--- config.mk ---
export PLATFORM = sky130hd
export DESIGN_NAME = regbank_srx
export DESIGN_NICKNAME = d
export VERILOG_FILES = /design/src/rtl/regbank_srx.sv
export SDC_FILE = /design/constraint.sdc
export NUM_CORES = 1
export LEC_CHECK = 0
export CAP_MARGIN = 40
export CELL_PAD_IN_SITES_DETAIL_PLACEMENT = 0
export CELL_PAD_IN_SITES_GLOBAL_PLACEMENT = 1
export CORE_AREA = 4 4 346 348
export CTS_CLUSTER_SIZE = 14
export DETAILED_ROUTE_END_ITERATION = 7
export DIE_AREA = 0 0 350 352
export PLACE_DENSITY = 0.65
export SLEW_MARGIN = 20
export SYNTH_ARGS = -nofsm -noshare
export SYNTH_HDL_FRONTEND = slang
export SYNTH_SLANG_ARGS = --single-unit
--- constraint.sdc ---
create_clock -name clk -period 1.95 [get_ports clk]
set_input_delay 0.39 -clock clk [delete_from_list [all_inputs] [get_ports clk]]
set_output_delay 0.39 -clock clk [all_outputs]
set_load 0.01 [all_outputs]
--- src/rtl/regbank_srx.sv ---
// Bank of NUM_REGS sticky status registers with masked write, 1-cycle addressed read,
// whole-bank shadow snapshot and per-register rising-event interrupts.
module regbank_srx #(
    parameter int              NUM_REGS  = 8,
    parameter int              WIDTH     = 32,
    parameter logic [WIDTH-1:0] RESET_VAL = '0,
    parameter int              AW        = (NUM_REGS > 1) ? $clog2(NUM_REGS) : 1
) (
    input  logic                      clk,
    input  logic                      global_reset_n,
    input  logic                      wr_en,
    input  logic [AW-1:0]             wr_addr,
    input  logic [WIDTH-1:0]          wr_data,
    input  logic [WIDTH-1:0]          wr_mask,
    input  logic [NUM_REGS*WIDTH-1:0] set,
    input  logic [NUM_REGS*WIDTH-1:0] clr,
    input  logic                      rd_req,
    input  logic [AW-1:0]             rd_addr,
    input  logic                      rd_shadow,
    input  logic                      snap,
    input  logic [NUM_REGS-1:0]       irq_ack,
    output logic [NUM_REGS*WIDTH-1:0] out,
    output logic                      rd_valid,
    output logic [WIDTH-1:0]          rd_data,
    output logic                      rd_err,
    output logic [NUM_REGS-1:0]       irq
);

    // Handshake: rd_req is accepted unconditionally every cycle; rd_valid pulses for
    // exactly one cycle, one cycle later, and there is no ready/stall path.

    logic [NUM_REGS-1:0][WIDTH-1:0] live_q;
    logic [NUM_REGS-1:0][WIDTH-1:0] shadow_q;
    logic [NUM_REGS-1:0][WIDTH-1:0] live_d;
    logic [NUM_REGS-1:0]            irq_d;
    logic [WIDTH-1:0]               wm;
    logic [WIDTH-1:0]               s_bits;
    logic [WIDTH-1:0]               c_bits;
    logic [WIDTH-1:0]               rd_sel;
    logic                           rd_hit;

    assign out = live_q;

    always_comb begin
        live_d = live_q;
        irq_d  = irq & ~irq_ack;
        rd_sel = '0;
        rd_hit = 1'b0;
        wm     = '0;
        s_bits = '0;
        c_bits = '0;
        for (int r = 0; r < NUM_REGS; r++) begin
            wm     = (wr_en && (wr_addr == AW'(r))) ? wr_mask : '0;
            s_bits = set[r*WIDTH +: WIDTH];
            c_bits = clr[r*WIDTH +: WIDTH];
            // Priority clr > set > write > hold, expressed bitwise.
            live_d[r] = (((live_q[r] & ~wm) | (wr_data & wm)) | s_bits) & ~c_bits;
            // Only set-driven 0->1 edges that survive clr raise the interrupt.
            if (|(s_bits & ~c_bits & ~live_q[r])) begin
                irq_d[r] = 1'b1;
            end
            if (rd_addr == AW'(r)) begin
                rd_hit = 1'b1;
                rd_sel = rd_shadow ? shadow_q[r] : live_q[r];
            end
        end
    end

    always_ff @(posedge clk or negedge global_reset_n) begin
        if (!global_reset_n) begin
            for (int r = 0; r < NUM_REGS; r++) begin
                live_q[r]   <= RESET_VAL;
                shadow_q[r] <= RESET_VAL;
            end
            irq      <= '0;
            rd_valid <= 1'b0;
            rd_data  <= '0;
            rd_err   <= 1'b0;
        end else begin
            live_q <= live_d;
            irq    <= irq_d;
            if (snap) begin
                shadow_q <= live_q;
            end
            if (rd_req) begin
                rd_valid <= 1'b1;
                rd_data  <= rd_hit ? rd_sel : '0;
                rd_err   <= ~rd_hit;
            end else begin
                rd_valid <= 1'b0;
                rd_data  <= '0;
                rd_err   <= 1'b0;
            end
        end
    end

endmodule

# Word level (Yosys, flattened, before mapping)
# Index checks and enable logic that the tools add are counted.
[word_totals]
word_cells = 179
out_inout_bits = 298
in_bits = 596
reg_bits = 554
[classes]
reduce_logical = 18
bitwise_logic = 83
n_eq_ne = 14
n_mux = 44
[ops]
columns = ["op", "count"]
rows = [
  ["bitwise AND 32 bit", 40],
  ["2-to-1 mux 32 bit", 26],
  ["inverter 32 bit", 24],
  ["OR 32 bit", 16],
  ["OR reduction 32 bit", 8],
  ["equality test 3 bit (second input constant)", 8],
  ["2-to-1 mux 1 bit", 18],
  ["equality test 3 x 2 -> 1 bit (second input constant)", 4],
  ["bitwise AND 8 bit", 1],
  ["logical AND 1 bit", 8],
  ["inverter 8 bit", 1],
  ["equality test 3 x 1 -> 1 bit (second input constant)", 2],
  ["logical NOT 3 bit", 2],
  ["inverter 1 bit", 1],
]

# Depth between registers and ports, before layout
# Gate-level depths: netlist of run 1.
[depth]
depth_word = 11
depth_mapped = 7
depth_no_buf = 4

# Least setup slack after synthesis of run 1
# Ideal clock, no wire load.
[synth_timing]
kind = "input-to-reg"
startpoint = "in rd_shadow"
endpoint = "reg rd_data[14]"
path_slack_ns = 0.190
required_ns = 1.820
path_stages = 6
setup_time_ns = 0.130
t_arrival_ns = 1.629
path_buffers = 2
cell_sequence = "buf_2 buf_1 mux2_2 o21a_1 o211ai_1 a21oi_1"
[synth_via]
elab_chain_len = 11
elab_cells_between_ends = 18
cone_classes = "mux (18)"
[synth_rtl]
columns = ["element", "line", "text"]
rows = [
  ["from (decl)", "19", "input logic rd_shadow,"],
  ["2-to-1 mux 32 bit", "64", "rd_sel = rd_shadow ? shadow_q[r] : live_q[r];"],
  ["2-to-1 mux 32 bit (7 in series)", "62", "if (rd_addr == AW'(r)) begin"],
  ["2-to-1 mux 32 bit (*)", "62", ""],
  ["2-to-1 mux 32 bit (*)", "87", "rd_data <= rd_hit ? rd_sel : '0;"],
  ["2-to-1 mux 32 bit (*)", "85", "if (rd_req) begin"],
  ["to (signal assigned)", "87", ""],
  ["to (decl)", "24", "output logic [WIDTH-1:0] rd_data,"],
]
# Every way passes the cells marked *; elsewhere a longest branch is shown, timed or not.
# A chain may end at the register's enable or synchronous reset.

# Worst setup path after layout of run 1
[layout_timing]
startpoint = "reg live_q, in the netlist out[38]"
endpoint = "reg irq[1]"
[layout_via]
elab_chain_len = 4
[layout_rtl]
columns = ["element", "line", "text"]
rows = [
  ["from (decl)", "32", "logic [NUM_REGS-1:0][WIDTH-1:0] live_q;"],
  ["from (signal assigned)", "80", "live_q <= live_d;"],
  ["inverter 32 bit", "59", "if (|(s_bits & ~c_bits & ~live_q[r])) begin"],
  ["bitwise AND 32 bit", "59", ""],
  ["OR reduction 32 bit", "59", ""],
  ["2-to-1 mux 1 bit", "59", ""],
  ["named net irq_d[1]", "35", "logic [NUM_REGS-1:0] irq_d;"],
  ["to (signal assigned)", "81", "irq <= irq_d;"],
  ["to (decl)", "26", "output logic [NUM_REGS-1:0] irq"],
]
# The timed path passes the listed nets, and every way through them passes these cells.

==> results.md, run 1 <==
| Result | This run | Unit |
| --- | --- | --- |
| Gr ovfl total | 0 | - |
| # nets final | 4749 | - |
| Post-placement setup slack | -1.06 | ns |
| Worst voltage drop across the vdd grid | 0.518 | mV |
| Gate count of the mapped netlist | 2759 | - |
| Post-DP HPWL | 152000 | um |
| Count of flip-flops with a built-in enable after synthesis | 0 | - |
| Area delta synth->final | 61.2 | % |
| Max Root-Sink Buffers | 3 | - |
| Post-synthesis cell type with the largest combined area | sky130_fd_sc_hd__dfrtp_1 | - |
| Post-detailed-route wirelength per cell | 32.6 | um |
| CTS tree | built | - |
| Total of endpoints with negative setup slack in the final report | 1 | - |
| Core Box Area | 0.116 | sq mm |
| Type of the worst min-delay path | input pin to flop | - |
| Worst Clk Skew | 0.0251 | ns |
| Worst setup startpoint | out[38] | - |
| Sequential cell area | 0.0139 | sq mm |
| Antenna-violating nets left | 0 | - |
| Total number of H-tree levels | 3 | - |
| Synth Flop Type | sky130_fd_sc_hd__dfrtp_1 | - |
| First-pass GRT wire length | 254000 | um |
| Combinational power share | 24.4 | % |
| Area share of the largest cell type after synthesis | 46.0 | % |
| Crit path max-delay cell type | sky130_fd_sc_hd__or4_1 | - |
| Internal Dissipation | 25000 | uW |
| Die Footprint | 0.123 | sq mm |
| Input/output buffers | 893 | - |
| Drt first-iter violations | 2364 | - |
| Slew headroom | 32.1 | % |
| Clock network fraction of design power | 38.4 | % |
| CP Cell Sequence | nor3b_2 -> buf_4 -> nor4_2 -> buf_2 -> nand3_1 -> or4_1 | - |
| Data required time of the critical path | 2.45 | ns |
| Combined area of the multi-input logic cells | 0.0156 | sq mm |
| Number of optimization iterations in the first detailed-route pass | 6 | - |
| Fillers | 11.4k | - |
| Critical path arrival | 2.50 | ns |
| Starting density of the core | 25.9 | % |
| Via count of the first global-routing pass | 30.8k | - |
| Buffers plus inverters on the worst setup path | 2 | - |
| Worst slew pin tran | 1.01 | ns |
| Number of failing hold endpoints at the final stage | 0 | - |
| Total routing resource utilization after global routing | 29.4 | % |
| Per-cell via count in the routed design | 5.37 | - |
| DRT Wirelength | 187000 | um |
| Total net switching power | 10600 | uW |
| Max-slew violation total from the final report | 0 | - |
| Leading post-synthesis cells by instance count | sky130_fd_sc_hd__dfrtp_1 (554), sky130_fd_sc_hd__mux2_2 (352), sky130_fd_sc_hd__nor2_1 (281) | - |
| Die H | 352 | um |
| R2r startpoint | out[38] | - |
| Antenna violations before repair | 30 | - |
| Largest net degree at the start of global routing | 72 | - |
| CTS clock-pin slew for the worst setup and hold paths | 0.06 | ns |
| Final worst-path setup slack | -0.0407 | ns |
| Fraction of power spent switching nets | 29.8 | % |
| Endpoint type of the worst setup path | flop | - |
| Hold path startpoint | snap | - |
| Dominant cell by count in the synthesized netlist | sky130_fd_sc_hd__dfrtp_1 | - |
| Number of distinct library cells after synthesis | 39 | - |
| Routability congestion estimate | 0.896 | - |
| Total number of vias | 30.9k | - |
| RSZ-0062 raised after global routing | true | - |
| Leakage component of the power | 0.0210 | uW |
| CP Class | flop to flop | - |
| Post-DP Area | 0.0459 | sq mm |
| Slowest cell delay on critical path | 0.49 | ns |
| Failing checks | negative setup slack | - |
| Number of placement rows | 125 | - |
| Final Power | 35600 | uW |
| Number of CTS-inserted buffers | 71 | - |
| Tcrit/Tclk final | 102 | % |
| Total of flip-flops plus latches after synthesis | 554 | - |
| Final min period | 1.99 | ns |
| Sort of element at the start of the critical path | flop | - |
| Kind of cell adding the most delay to the critical path | simple AND/OR/NAND/NOR gates | - |
| FFs w/ async S/R, synth | 100 | % |
| Final non-filler cell area | 0.0486 | sq mm |
| Post-synthesis net count | 3355 | - |
| Clock tree root driver cell | sky130_fd_sc_hd__clkbuf_16 | - |
| Post-route DRC | 0 | - |
| Pwr Density | 733 | mW/mm^2 |
| Clk sink count | 554 | - |
| Fraction of layout cells with a size suffix above 1 | 29.6 | % |
| Max-cap violations | 0 | - |
| Avg Cell Area, Syn | 10.9 | sq um |
| Achievable clock frequency | 0.502 | GHz |
| Latest clock arrival within the worst-skew pair | 0.65 | ns |
| Number of top-level pins | 894 | - |
| Floorplan die width | 350 | um |
| Run status | complete, but fails checks | - |
| Seq pwr share | 37.2 | % |
| Main area contributors after synthesis | sky130_fd_sc_hd__dfrtp_1 (46%), sky130_fd_sc_hd__mux2_2 (13%), sky130_fd_sc_hd__a311oi_1 (7.2%) | - |
| Number of warnings issued by yosys | 0 | - |
| Mapped cell area | 0.0301 | sq mm |
| Sequential area share after synthesis | 46.0 | % |
| Max Fanout on Critical Path | 5 | - |
## per-stage QoR
step | instances | util [%] | setup TNS, ns | hold slack [ns]
floorplan | 2759 | - | 0 | 0.0944
global placement | 5537 | 39.3 | -97.06 | 0.331
detailed placement | 5562 | 39.5 | -110.27 | 0.335
CTS | 5710 | 41.6 | -0.221 | 0.0376
global route | 5731 | 41.8 | -0.243 | 0.0451
finish | 5744 | 41.8 | -0.0407 | 0.0891
## final timing paths
check	endpoint	slack, ns	cells past startpoint
worst max register to register	irq[1]	-0.04	6
worst max-delay path	irq[1]	-0.04	6
worst min-delay path	shadow_q[119]	0.09	2
worst min register to register	shadow_q[3]	0.50	1
max in group asynchronous	shadow_q[27]	0.78	3
min in group asynchronous	shadow_q[153]	0.29	2
## registers in the layout, summed over array words and instances, names as in the netlist
name / cells
out: 256
shadow_q: 256
rd_data: 32
irq: 8
rd_err: 1
rd_valid: 1
## power groups by stage
stage | sequential (uW) | combinational [uW] | clock (uW)
after floorplan | 13500 | 2840 | 0
after global placement | 13400 | 8720 | 0
after detailed placement | 13500 | 8810 | 0
after CTS | 13200 | 8670 | 13900
after global routing | 13400 | 9210 | 14300
final | 13200 | 8690 | 13700
## logic make-up after synthesis
group           Yosys count  synth area share, %
compound gates          800                 20.0
simple gates            673                 12.8
flops                   554                 46.0
mux                     488                 17.7
buf+inv                 243                 3.52
other cells               1               0.0124
## repair_timing
| item | in CTS | in global routing |
|---|---|---|
| hold buffers | 1 | 0 |
| hold endpoints to repair | 96 | 0 |
| endpoints found under the setup margin | 303 | 17 |
| pin swaps | 2 | 7 |
| gates resized for setup | 379 | 36 |
| buffers inserted | 27 | 12 |
## final cells by class
type,count,share of cell area [%]
repair buffers,1548,30.2
multi-input cells,1962,32.2
diodes,20,0.103
clock buffers,100,4.15
well taps,1524,3.93
clock inverters,20,0.647
inverters,16,0.124
flip-flops and latches,554,28.7
## routing by layer
metal / vias up / routed length [um] / GRT usage (%)
li1: 13435 / - / -
met1: 15865 / 78200 / 37.7
met2: 1325 / 90500 / 49.8
met3: 235 / 12100 / 5.70
met4: 10 / 6290 / 9.29
met5: - / 73 / 0
## layout by cell type, fill, tap and decap left out, drive strengths merged, types with 48 or more instances in the layout
master         synthesis  layout
buf                   75     660
clkdlybuf4s50          0     590
dfrtp                554     554
mux2                 352     352
nor2                 281     281
dlygate4sd2            0     279
a311oi               248     248
a21boi               248     248
nor3b                248     248
mux2i                136     136
o21ai                128     128
clkbuf               152     103
nor4                  48      48
Note: power is estimated with default switching activity, not from simulation.
==> run 2, diff against run 1 <==
Settings changed: SKIP_LAST_GASP set to 1.
==> run 2 against run 1 <==
Non-clock buffer count fell by 1. Clock skew about the same. Routed wire length hardly changed. The run still ends with negative setup slack left. Largest power group unchanged. Highest routed layer unchanged.
==> results.md, run 2 (synthesis gave the netlist of run 1 again) <==
| Result | This run | Unit |
| --- | --- | --- |
| Slowest cell delay on critical path | 0.60 | ns |
| Number of placed instances with taps included | 5562 | - |
| Run status | complete, but fails checks | - |
| CP Cell Sequence | nor3b_1 -> buf_2 -> nor4_2 -> buf_4 -> nand4_1 -> or4_1 | - |
| Buffers plus inverters on the worst setup path | 2 | - |
| Tcrit/Tclk final | 108 | % |
| Crit path max-delay cell type | sky130_fd_sc_hd__or4_1 | - |
| Worst slew pin tran | 1.01 | ns |
| Antenna violations before repair | 32 | - |
| Commonest cells after routing, fill and taps aside | sky130_fd_sc_hd__clkdlybuf4s50_1 (590), sky130_fd_sc_hd__buf_4 (540), sky130_fd_sc_hd__dfrtp_1 (504), sky130_fd_sc_hd__mux2_2 (352), sky130_fd_sc_hd__dlygate4sd2_1 (281) | - |
| Post-detailed-route wirelength per cell | 32.6 | um |
| Drt first-iter violations | 2350 | - |
| Total routing resource utilization after global routing | 29.4 | % |
| Max-cap violations | 0 | - |
| CP Class | flop to flop | - |
| Total of endpoints with negative setup slack in the final report | 3 | - |
| Gr ovfl total | 0 | - |
| Type of the worst min-delay path | input pin to flop | - |
| Data required time of the critical path | 2.45 | ns |
| Endpoint type of the worst setup path | flop | - |
| Max Root-Sink Buffers | 3 | - |
| Die H | 352 | um |
| Die Footprint | 0.123 | sq mm |
| Final core occ | 41.8 | % |
| Commonest non-fill, non-tap cell in the layout | sky130_fd_sc_hd__clkdlybuf4s50_1 | - |
| Number of CTS-inserted buffers | 71 | - |
| Clk sink count | 554 | - |
| # nets final | 4748 | - |
| Antenna-violating nets left | 0 | - |
| Worst voltage drop across the vdd grid | 0.505 | mV |
| Max Fanout on Critical Path | 2 | - |
| Pwr Density | 732 | mW/mm^2 |
| Number of top-level pins | 894 | - |
| Number of optimization iterations in the first detailed-route pass | 6 | - |
| Critical path arrival | 2.61 | ns |
| Core Box Area | 0.116 | sq mm |
| Floorplan die width | 350 | um |
| Final Power | 35600 | uW |
| Slew headroom | 32.7 | % |
| Kind of cell adding the most delay to the critical path | simple AND/OR/NAND/NOR gates | - |
| Final min period | 2.11 | ns |
| Starting density of the core | 25.9 | % |
| Leakage component of the power | 0.0210 | uW |
| Input/output buffers | 893 | - |
| DRT Wirelength | 187000 | um |
| Post-DP HPWL | 152000 | um |
| RSZ-0062 raised after global routing | true | - |
| Largest net degree at the start of global routing | 72 | - |
| Worst Clk Skew | 0.0251 | ns |
| CTS clock-pin slew for the worst setup and hold paths | 0.06 | ns |
| Final instance count without filler cells | 5748 | - |
| Total number of vias | 30.7k | - |
| CTS tree | built | - |
| Max-slew violation total from the final report | 0 | - |
| Setup TNS | -0.236 | ns |
| Post-route DRC | 0 | - |
| Area delta synth->final | 61.2 | % |
| Post-placement setup slack | -1.06 | ns |
| Total number of H-tree levels | 3 | - |
| Via count of the first global-routing pass | 30.8k | - |
| Failing checks | negative setup slack | - |
| First-pass GRT wire length | 254000 | um |
| Per-cell via count in the routed design | 5.35 | - |
| Number of placement rows | 125 | - |
| Routability congestion estimate | 0.896 | - |
| Clock tree root driver cell | sky130_fd_sc_hd__clkbuf_16 | - |
| Number of failing hold endpoints at the final stage | 0 | - |
| Final worst-path setup slack | -0.158 | ns |
| Sort of element at the start of the critical path | flop | - |
| Fraction of layout cells with a size suffix above 1 | 29.5 | % |
| Achievable clock frequency | 0.474 | GHz |
| Latest clock arrival within the worst-skew pair | 0.65 | ns |
-- run 2: timing repair --
item,4_1_cts,5_1_grt
pin swaps,2,12
endpoints found under the setup margin,303,17
setup buffers,27,14
resized for setup,372,37
hold buffers,1,0
hold endpoints to repair,96,0
-- run 2: area by class of cell --
type | instances | area, sq um
antenna | 25 | 62.6
clock buffer | 100 | 2020
clock inverter | 20 | 314
fill | 11437 | 67600
inverter | 16 | 60.1
multi-input combinational | 1962 | 15600
sequential | 554 | 13900
tap | 1524 | 1910
timing repair buffer | 1547 | 14700
-- run 2: stage by stage --
step | area [sq um] | hold WS [ns]
after floorplan | 30100 | 0.0944
after detailed placement | 45900 | 0.335
after global routing | 48500 | 0.0456
final | 48600 | 0.0888
after CTS | 48300 | 0.0376
after global placement | 45700 | 0.331
-- run 2: per-layer routing --
metal	global-route usage, %	share of wire, %	wire length (um)
met2	49.6	48	90200
met4	9.55	3.6	6750
met5	0	0.044	82
met3	5.82	6.4	12000
met1	37.6	42	78300
-- run 2: path summary, 6_finish.rpt --
| path | to | slack (ns) | start | depth (start not counted) |
|---|---|---|---|---|
| max in group asynchronous | shadow_q[91] | 0.78 | global_reset_n | 3 |
| min | shadow_q[119] | 0.09 | snap | 2 |
| min reg2reg | shadow_q[252] | 0.50 | shadow_q[252] | 1 |
| max | irq[1] | -0.16 | out[36] | 6 |
| max reg2reg | irq[1] | -0.16 | out[36] | 6 |
| min in group asynchronous | shadow_q[153] | 0.29 | global_reset_n | 2 |
-- run 2: worst reg2reg max path: cells and delay by family, from the launching register on --
kind                   cells  cell delay (ns)
and+or+nand+nor            4             1.27
buffers and inverters      2             0.35
DFF                        1             0.34
-- run 2: power by group --
part	leakage (uW)	switching, uW	internal [uW]
Combinational	0.0130	4270	4420
Sequential	0.00686	694	12600
Clock	0.00114	5610	8020
Total	0.0210	10600	25000
